--- config.mk ---
export PLATFORM = sky130hd
export DESIGN_NAME = el_frame_sched
export DESIGN_NICKNAME = d
export VERILOG_FILES = /design/src/rtl/el_frame_sched.sv
export SDC_FILE = /design/constraint.sdc
export NUM_CORES = 1
export LEC_CHECK = 0
export CORE_ASPECT_RATIO = 1.1
export CORE_MARGIN = 2
export CORE_UTILIZATION = 30
export DETAILED_ROUTE_END_ITERATION = 8
export PLACE_DENSITY_LB_ADDON = 0.2
export SYNTH_ARGS = -nofsm -noshare
export SYNTH_HDL_FRONTEND = slang
export SYNTH_SLANG_ARGS = --single-unit
--- constraint.sdc ---
create_clock -name clk -period 4.38 [get_ports clk]
set_input_delay 0.876 -clock clk [delete_from_list [all_inputs] [get_ports clk]]
set_output_delay 0.876 -clock clk [all_outputs]
set_load 0.05 [all_outputs]
--- src/rtl/el_frame_sched.sv ---
// el_frame_sched: ping-pong bank scheduler between the frame writer and the
// panel scanner. Swaps banks only at panel frame starts, blanks the panel
// until a complete frame is available or when the source stalls, and keeps
// saturating drop/repeat statistics.
//
// state | meaning
// NOSIG | no frame shown since enable/reset; panel blanked
// SCAN  | showing a valid frame
// STALE | source stalled for TIMEOUT_FRAMES panel frames; panel blanked
// IDLE  | scan disabled (en=0); panel blanked, bank logic keeps running
module el_frame_sched #(
  parameter int TIMEOUT_FRAMES = 8,
  parameter int CNT_W          = 16
) (
  input  logic             clk,
  input  logic             rst,
  input  logic             en,
  input  logic             wr_start,
  input  logic             wr_done,
  input  logic             scan_start,
  output logic             rd_bank,
  output logic             wr_bank,
  output logic             blank,
  output logic [1:0]       state,
  output logic [CNT_W-1:0] frames_dropped,
  output logic [CNT_W-1:0] frames_repeated
);

  typedef enum logic [1:0] {
    NOSIG = 2'd0,
    SCAN  = 2'd1,
    STALE = 2'd2,
    IDLE  = 2'd3
  } state_t;

  localparam logic [7:0] TIMEOUT_LIM = 8'(TIMEOUT_FRAMES);

  state_t           state_q, state_d;
  logic             rd_bank_q, rd_bank_d;
  logic             blank_q, blank_d;
  logic             ready_q, ready_d;
  logic             wr_active_q, wr_active_d;
  logic [7:0]       stale_q, stale_d;
  logic [CNT_W-1:0] drop_q, drop_d;
  logic [CNT_W-1:0] rep_q, rep_d;
  logic             done_eff;
  logic             swap;
  logic             repeat_frame;

  // Bank bookkeeping: a completing frame is credited before any same-cycle
  // swap or restart is considered, so wr_done+scan_start swaps immediately.
  // A swap shows the ready frame, so a wr_start in the same cycle drops nothing.
  always_comb begin
    done_eff     = wr_done & wr_active_q;
    swap         = scan_start & (ready_q | done_eff);
    repeat_frame = scan_start & ~swap & ((state_q == SCAN) || (state_q == STALE));

    ready_d     = ready_q | done_eff;
    wr_active_d = wr_active_q & ~done_eff;
    rd_bank_d   = rd_bank_q;
    stale_d     = stale_q;
    drop_d      = drop_q;
    rep_d       = rep_q;

    if (swap) begin
      rd_bank_d = ~rd_bank_q;
      ready_d   = 1'b0;
      stale_d   = 8'd0;
    end

    if (wr_start) begin
      if (ready_d && (drop_q != {CNT_W{1'b1}})) drop_d = drop_q + 1'b1;
      ready_d     = 1'b0;
      wr_active_d = 1'b1;
    end

    if (repeat_frame) begin
      if (rep_q != {CNT_W{1'b1}}) rep_d = rep_q + 1'b1;
      if (stale_q != 8'hFF)       stale_d = stale_q + 1'b1;
    end
  end

  // Panel state machine; disabling scan overrides everything else.
  always_comb begin
    state_d = state_q;
    if (!en) begin
      state_d = IDLE;
    end else begin
      case (state_q)
        IDLE:    state_d = NOSIG;
        NOSIG:   if (swap) state_d = SCAN;
        SCAN:    if (stale_d >= TIMEOUT_LIM) state_d = STALE;
        STALE:   if (swap) state_d = SCAN;
        default: state_d = NOSIG;
      endcase
    end
    blank_d = (state_d != SCAN);
  end

  // State and datapath registers with synchronous reset.
  always_ff @(posedge clk) begin
    if (rst) begin
      state_q     <= NOSIG;
      rd_bank_q   <= 1'b1;
      blank_q     <= 1'b1;
      ready_q     <= 1'b0;
      wr_active_q <= 1'b0;
      stale_q     <= 8'd0;
      drop_q      <= '0;
      rep_q       <= '0;
    end else begin
      state_q     <= state_d;
      rd_bank_q   <= rd_bank_d;
      blank_q     <= blank_d;
      ready_q     <= ready_d;
      wr_active_q <= wr_active_d;
      stale_q     <= stale_d;
      drop_q      <= drop_d;
      rep_q       <= rep_d;
    end
  end

  assign rd_bank         = rd_bank_q;
  assign wr_bank         = ~rd_bank_q;
  assign blank           = blank_q;
  assign state           = state_q;
  assign frames_dropped  = drop_q;
  assign frames_repeated = rep_q;

endmodule

## After elaboration in Yosys (flattened, before gate mapping)

Cells that the tools add are included.

- Output and inout port bits: 37
- Word-level logic and storage cells: 44
- Flip-flop bits (word level): 46
- Input bits: 6

- Equality and inequality tests: 7
- Reductions and logical operators: 7
- Add/subtract/negate cells: 3
- Order comparisons: 1
- Mux-type cells: 9
- Bitwise gates (word level): 9

Operator list:

| kind | count |
|---|---|
| $add A16 B1 Y16 const B | 2 |
| $ne A16 B16 Y1 const B | 2 |
| $mux W8 | 3 |
| $add A8 B1 Y8 const B | 1 |
| $ge A8 B4 Y1 const B | 1 |
| $ne A8 B8 Y1 const B | 1 |
| $mux W2 | 3 |
| $pmux W2 S3 | 1 |
| $and A1 B1 Y1 | 5 |
| $eq A2 B2 Y1 const B | 2 |
| $reduce_and A2 Y1 | 2 |
| $reduce_or A2 Y1 | 2 |
| $not A1 Y1 | 3 |
| $eq A2 B1 Y1 const B | 1 |
| $logic_not A2 Y1 | 1 |
| $mux W1 | 2 |
| $ne A2 B1 Y1 const B | 1 |
| $logic_and A1 B1 Y1 | 1 |
| $logic_or A1 B1 Y1 | 1 |
| $or A1 B1 Y1 | 1 |

## Longest topological paths before layout

Gate-level depths: netlist of the first run.

- Word-level depth: 12
- Depth in mapped cells: 9
- Depth with buffers taken out: 8

## Least setup slack after synthesis of the first run

Ideal clock, no wire load.

- Path type: reg2reg
- Start: register state_q[1], in the netlist state[1]
- End: register rep_q[13], in the netlist frames_repeated[13]
- Setup time: 0.070 ns
- Period minus slack after synthesis: 2.558 ns
- Data required time: 4.310 ns
- Setup slack: 1.822 ns
- Stages on the path, launching flop included: 10
- Buffers on the path: 1
- Arrival time: 2.488 ns
- Cells stage by stage: dfxtp_1 > inv_1 > ha_1 > nand2_2 > nor3_4 > o21ai_2 > or3_1 > clkbuf_2 > or3_1 > a21oi_1

- Longest elaborated chain between the ends: 4
- Elaborated cells on any way between the ends: 5
- Classes of those cells: eq/ne: 2; bitwise: 1; reduce/logical: 2

RTL lines:

| element | RTL line | RTL |
|---|---|---|
| from (decl) | 38 | `state_t state_q, state_d;` |
| from (signal assigned) | 112 | `state_q <= state_d;` |
| $eq A2 B1 Y1 / $eq A2 B2 Y1 (equally long branches) | 56 | `repeat_frame = scan_start & ~swap & ((state_q == SCAN) \|\| (state_q == STALE));` |
| $logic_or A1 B1 Y1 (*) | 56 |  |
| $and A1 B1 Y1 (*) | 56 |  |
| $reduce_and A2 Y1 (no line) (*) | - |  |
| to (signal assigned) | 119 | `rep_q <= rep_d;` |
| to (decl) | 45 | `logic [CNT_W-1:0] rep_q, rep_d;` |

Every way passes the cells marked *; elsewhere a longest branch is shown, timed or not.
A chain may end at the register's enable or synchronous reset.

## Final worst setup path of the first run

- Start: input port scan_start
- End: register rep_q[13], in the netlist frames_repeated[13]

- Longest elaborated chain between the ends: 5

RTL lines:

| element | RTL line | RTL |
|---|---|---|
| from (decl) | 20 | `input logic scan_start,` |
| $and A1 B1 Y1 | 55 | `swap = scan_start & (ready_q \| done_eff);` |
| $not A1 Y1 | 56 |  |
| $and A1 B1 Y1 (*) (2 in a row) | 56 |  |
| $reduce_and A2 Y1 (no line) (*) | - |  |

Marks and branches as above.

==> results of run 1 <==
## cell families after synthesis
group / synth area share, %
AOI/OAI and AO/OA: 11.8
and+or+nand+nor: 28.4
adders and majority gates: 3.92
buffers and inverters: 2.80
muxes: 3.25
DFF: 41.2
xor gates and xnor gates: 8.63
## critical path, delay by kind of cell
family          cells  cell delay (ns)
compound gates      2             0.29
buf+inv             1             0.62
simple gates        4             1.24
## path summary, 6_finish.rpt
kind,endpoint,cells after the start
min,frames_repeated[9],2
max reg2reg,frames_repeated[13],8
max,frames_repeated[13],7
min reg2reg,frames_repeated[9],2
## state kept, by name, summed over array words and instances (netlist names)
signal / flops
frames_dropped: 16
frames_repeated: 16
stale_q: 8
state: 2
blank: 1
rd_bank: 1
ready_q: 1
wr_active_q: 1
## cells in the mapped netlist (2+ instances only)
master / n
dfxtp_1: 46
nor2_1: 41
nand2_1: 24
a21oi_1: 17
nand3_1: 14
xnor2_1: 13
o21ai_0: 12
nand4_1: 10
xor2_1: 9
inv_1: 8
ha_1: 7
and4_1: 6
nor3_1: 6
or3_1: 6
clkbuf_1: 5
mux2i_1: 5
a211oi_1: 4
and3_1: 3
nor4_1: 3
or3_2: 3
a21o_1: 2
mux2_2: 2
nand3b_1: 2
nor2b_1: 2
o31ai_1: 2
## power by group
group | switching [mW] | internal (mW) | leakage (nW)
logic | 0.0558 | 0.0294 | 0.535
registers | 0.00788 | 0.425 | 0.372
clock network | 0.144 | 0.145 | 0.0544
## metrics by stage
step	total power [mW]	area (um2)	utilization (%)	worst slack, ns	std cells
after global routing	0.852	2840	38.7	1.38	398
after detailed placement	0.529	2740	37.2	1.27	390
after global placement	0.530	2740	37.2	1.31	390
final	0.807	2840	38.7	1.59	398
after floorplan	0.501	2230	-	1.82	268
after CTS	0.825	2840	38.7	1.60	398
## cell type report
cell class	count	area share [%]
flip-flops and latches	46	32.4
repair buffers	43	15.1
inverters	8	1.06
well taps	87	3.83
clock buffers	7	3.39
clock inverters	1	0.308
multi-input cells	206	44.0
## cells in the final DEF, fill, tap and decap left out, drive strengths merged, types with 2 or more instances in the layout
cell           Yosys  final
and4               6      6
nor3               7      7
nand4             10     10
or3                9      9
nand2             25     25
and3               3      3
o31ai              2      2
a21oi             17     17
nor4               3      3
nand3b             2      2
clkbuf             6      7
ha                 7      7
xor2               9      9
inv                8      8
mux2i              5      5
dfxtp             46     46
nor2b              2      2
nand3             14     14
o21ai             13     13
a21o               2      2
nor2              41     41
clkdlybuf4s50      0     42
xnor2             13     13
mux2               2      2
a211oi             4      4
## per-layer routing
metal	track usage [%]	routed length [um]	vias to the layer above
li1	-	-	1031
met1	16.6	2420	916
met2	21.0	2320	31
met3	3.41	163	7
met4	3.26	51	0
met5	0	0	-
==> qor.yml, run 1 <==
outcome:
  run_status: "finished, final reports clean"
layout:
  antennaDiodeCount: 0
  fill_cells: 775
  multi_input_area_um2: 1250
  drive_gt1_share_pct: 5.79
  layout.area.seq_um2: 921
  area_growth_pct: 27.3
  nets: 323
place:
  gp_congestion: 0.770
  port_buffers: 42
  hpwl_mm: 3.56
floorplanning:
  coreArea_um2: 7350
  dieArea_um2: 8150
  io_pins: 43
  die_y_um: 94.5
  rows: 33
  start_util_pct: 30.4
  dieWidth_um: 86.3
worst_setup_path:
  crit_slowest_cell: "clkdlybuf4s50_1"
  path_cells: "clkdlybuf4s50_1 -> nand2_2 -> nor3_4 -> o21ai_2 -> or3_1 -> or3_1 -> a21oi_1"
  r2r_start: "state[0]"
  max_stage_delay_ns: 0.62
  crit_top_cell: "or3_1"
  cp-end-kind: "register"
  path_class: "input pin to register"
  critPathRequiredTime_ns: 4.62
  cp-start-kind: "input pin"
  cp-startpoint: "scan_start"
  critPathMaxFanout: 10
  arrival_ns: 3.02
  r2r_slack_ns: 1.97
yosys:
  post-synth-top-area-cell: "dfxtp_1"
  synth_seq_area_share_pct: 41.2
  ys.warnings.count: 0
  yosys_register_bits: 46
  synthTopCellsByArea: "dfxtp_1 (41%), nor2_1 (6.9%), xnor2_1 (5.1%)"
  ys_types: 41
  synth_area_um2: 2230
  syn_nets: 281
  post_synth.cell_area_avg_um2: 8.33
  synth_ff_type: "dfxtp_1"
  syn_inst: 268
  synthArstFlopShare_pct: 0
  synth_top_cell_area_share_pct: 41.2
  synth_edf_count: 0
timing:
  drv_slew: 0
  fmaxAchievable_mhz: 359
  max_slew_margin_pct: 54.1
  rsz0062_at_grt: "no"
  skew_ns: 0.00960
  finalSetupViolCount: 0
  period_minus_slack_ns: 2.79
  period_share_pct: 63.6
  setup_tns_ns: 0
  hold_ws_ns: 0.513
  finalHoldViolCount: 0
  tightest_slew_ns: 0.684
grt:
  antenna_found_initial: 0
  grt_usage_pct: 12.8
  grt_max_degree: 47
  grt_pass1_wl_mm: 8.56
  overflow: 0
  grt_pass1_vias: 1887
routing:
  drt-pass1-iter-count: 4
  final_antenna_net_count: 0
  routed_wl_mm: 4.95
  dr.first_iter.drc_count: 103
  vias_per_cell: 4.99
  wl_per_cell_um: 12.4
  dr_total_vias: 1985
  drc: 0
power_and_ir_drop:
  p_leak_nw: 0.962
  power_density_nw_per_um2: 284
  peakVddDrop_mv: 0.112
clock_tree:
  clockBufferDepth: 2
  clock_latency_ns: 0.30
  clock-sinks: 46
  root_buffer: "clkbuf_8"
  clk_pin_slew_worst_paths_ns: 0.09
  cts_setup_buffers: 0
  cts_tree: "done"
  cts_buffers: 5
  cts_max_level: 2
  ctsHoldBuffers: 0
  cts_resized: 0
min_path:
  min_path_type: "register to register"
  min-delay-start: "frames_repeated[9]"
job:
  maxCapViolCount: 0
Note: power is estimated with default switching activity, not from simulation.
==> run 2, diff against run 1 <==
==> constraint.sdc (replaced) <==
create_clock -name clk -period 2.5 [get_ports clk]
set_input_delay 0.5 -clock clk [delete_from_list [all_inputs] [get_ports clk]]
set_output_delay 0.5 -clock clk [all_outputs]
set_load 0.05 [all_outputs]
==> qor.yml, run 2 (synthesis gave the netlist of run 1 again) <==
routing:
  dr_total_vias: 2026  # was 1985
  final_antenna_net_count: 0  # unchanged
  vias_per_cell: 4.93  # was 4.99
  drc: 0  # unchanged
  routed_wl_mm: 5.10  # was 4.95 mm
  drt-pass1-iter-count: 4  # unchanged
  wl_per_cell_um: 12.4  # about the same
  dr.first_iter.drc_count: 106  # was 103
outcome:
  run_status: "finished, final reports clean"  # unchanged
timing:
  drv_slew: 0  # unchanged
  fmaxAchievable_mhz: 443
  skew_ns: 0.00833  # was 0.00960 ns
  period_minus_slack_ns: 2.26
  finalSetupViolCount: 0  # unchanged
  period_share_pct: 90.2
  rsz0062_at_grt: "no"  # unchanged
  tightest_slew_ns: 0.488  # was 0.684 ns
  max_slew_margin_pct: 66.6  # was 54.1%
  finalHoldViolCount: 0  # unchanged
  setup_tns_ns: 0  # unchanged
clock_tree:
  cts_resized: 0  # unchanged
  clk_pin_slew_worst_paths_ns: 0.09  # about the same
  root_buffer: "clkbuf_8"  # unchanged
  clock-sinks: 46  # unchanged
  ctsHoldBuffers: 0  # unchanged
  cts_tree: "done"  # unchanged
  clock_latency_ns: 0.30  # about the same
  cts_max_level: 2  # unchanged
  cts_buffers: 5  # unchanged
  clockBufferDepth: 2  # unchanged
  cts_setup_buffers: 0  # unchanged
worst_setup_path:
  critPathRequiredTime_ns: 2.68  # was 4.62 ns
  arrival_ns: 2.44  # was 3.02 ns
  cp-end-kind: "register"  # unchanged
  critPathMaxFanout: 4  # was 10
  cp-start-kind: "register"  # was input pin
  path_class: "register to register"  # was input pin to register
grt:
  grt_pass1_wl_mm: 8.50  # was 8.56 mm
  overflow: 0  # unchanged
  antenna_found_initial: 0  # unchanged
  grt_pass1_vias: 1858  # was 1887
  grt_usage_pct: 13.0  # was 12.8%
  grt_max_degree: 46  # was 47
layout:
  fin_util_pct: 39.9  # was 38.7%
  nets: 336  # was 323
  antennaDiodeCount: 0  # unchanged
  final_cell_mix: "dfxtp_1 (44), clkdlybuf4s50_1 (42), nor2_1 (41), nand2_1 (24), a21oi_1 (17)"  # was dfxtp_1 (46), clkdlybuf4s50_1 (42), nor2_1 (41), nand2_1 (24), a21oi_1 (17)
  area_growth_pct: 31.1  # was 27.3%
  drive_gt1_share_pct: 9.88  # was 5.79%
  final_common_cell: "dfxtp_1"  # unchanged
  post-route-cell-area_um2: 2930  # was 2840 um2
floorplanning:
  die_y_um: 94.5  # unchanged
  io_pins: 43  # unchanged
  dieWidth_um: 86.3  # unchanged
  start_util_pct: 30.4  # unchanged
  coreArea_um2: 7350  # unchanged
  rows: 33  # unchanged
  dieArea_um2: 8150  # unchanged
place:
  placed_area_um2: 2840  # was 2740 um2
  hpwl_mm: 3.71  # was 3.56 mm
  gp_congestion: 0.843  # was 0.770
  port_buffers: 42  # unchanged
power_and_ir_drop:
  power_density_nw_per_um2: 477  # was 284 nW/um2
  p_leak_nw: 1.02  # was 0.962 nW
  peakVddDrop_mv: 0.211  # was 0.112 mV
job:
  maxCapViolCount: 0  # unchanged
min_path:
  min_path_type: "register to register"  # unchanged
## run 2: cell count changes in the layout (fill, tap and decap cells not counted)
cell / change
buf_4: +13
clkbuf_1: +1
clkbuf_8: -1
clkinv_2: +1
clkinv_4: -1
dfxtp_1: -2
dfxtp_2: +2
## run 2: path summary, 6_finish.rpt
| kind | slack [ns] | depth (start not counted) | startpoint | end |
|---|---|---|---|---|
| max | 0.24 | 8 | state[1] | blank |
| min reg2reg | 0.52 | 2 | frames_repeated[9] | frames_repeated[9] |
| min | 0.52 | 2 | frames_repeated[9] | frames_repeated[9] |
| max reg2reg | 0.24 | 8 | state[1] | blank |
## run 2: metrics by stage
stage	power [mW]	hold WS, ns	instances	worst slack [ns]
detailed placement	0.946	0.498	403	-0.0692
global route	1.48	0.527	411	0.0523
finish	1.40	0.515	411	0.244
floorplan	0.879	0.474	268	0.152
global placement	0.946	0.495	403	-0.118
CTS	1.42	0.516	411	0.219
## run 2: report_power, final
group,switching [mW],internal [mW]
clock network,0.247,0.223
logic,0.102,0.0656
registers,0.0139,0.746
## run 2: cell type report
cell class	instances	area (um2)
multi-input cells	206	1250
fillers	771	4420
inverters	8	30.0
flip-flops and latches	46	923
clock inverters	1	5.00
clock buffers	7	86.3
well taps	87	109
repair buffers	56	526
## run 2: layer usage
layer / global-route usage, % / vias up / share of wire (%) / wire length [um]
met5: 0 / - / 0 / 0
met3: 3.76 / 6 / 4.4 / 226
met4: 4.56 / 0 / 1.4 / 71
li1: - / 1052 / - / -
met2: 20.3 / 33 / 46 / 2350
met1: 17.0 / 935 / 48 / 2460
## run 2: worst max-delay path: stages, from the launching register on
cell      delay, ns
dfxtp_2        0.37
inv_1          0.09
ha_1           0.36
nand2_2        0.11
buf_4          0.17
o311ai_0       0.42
nand4_1        0.20
o31ai_1        0.35
nand2_1        0.08
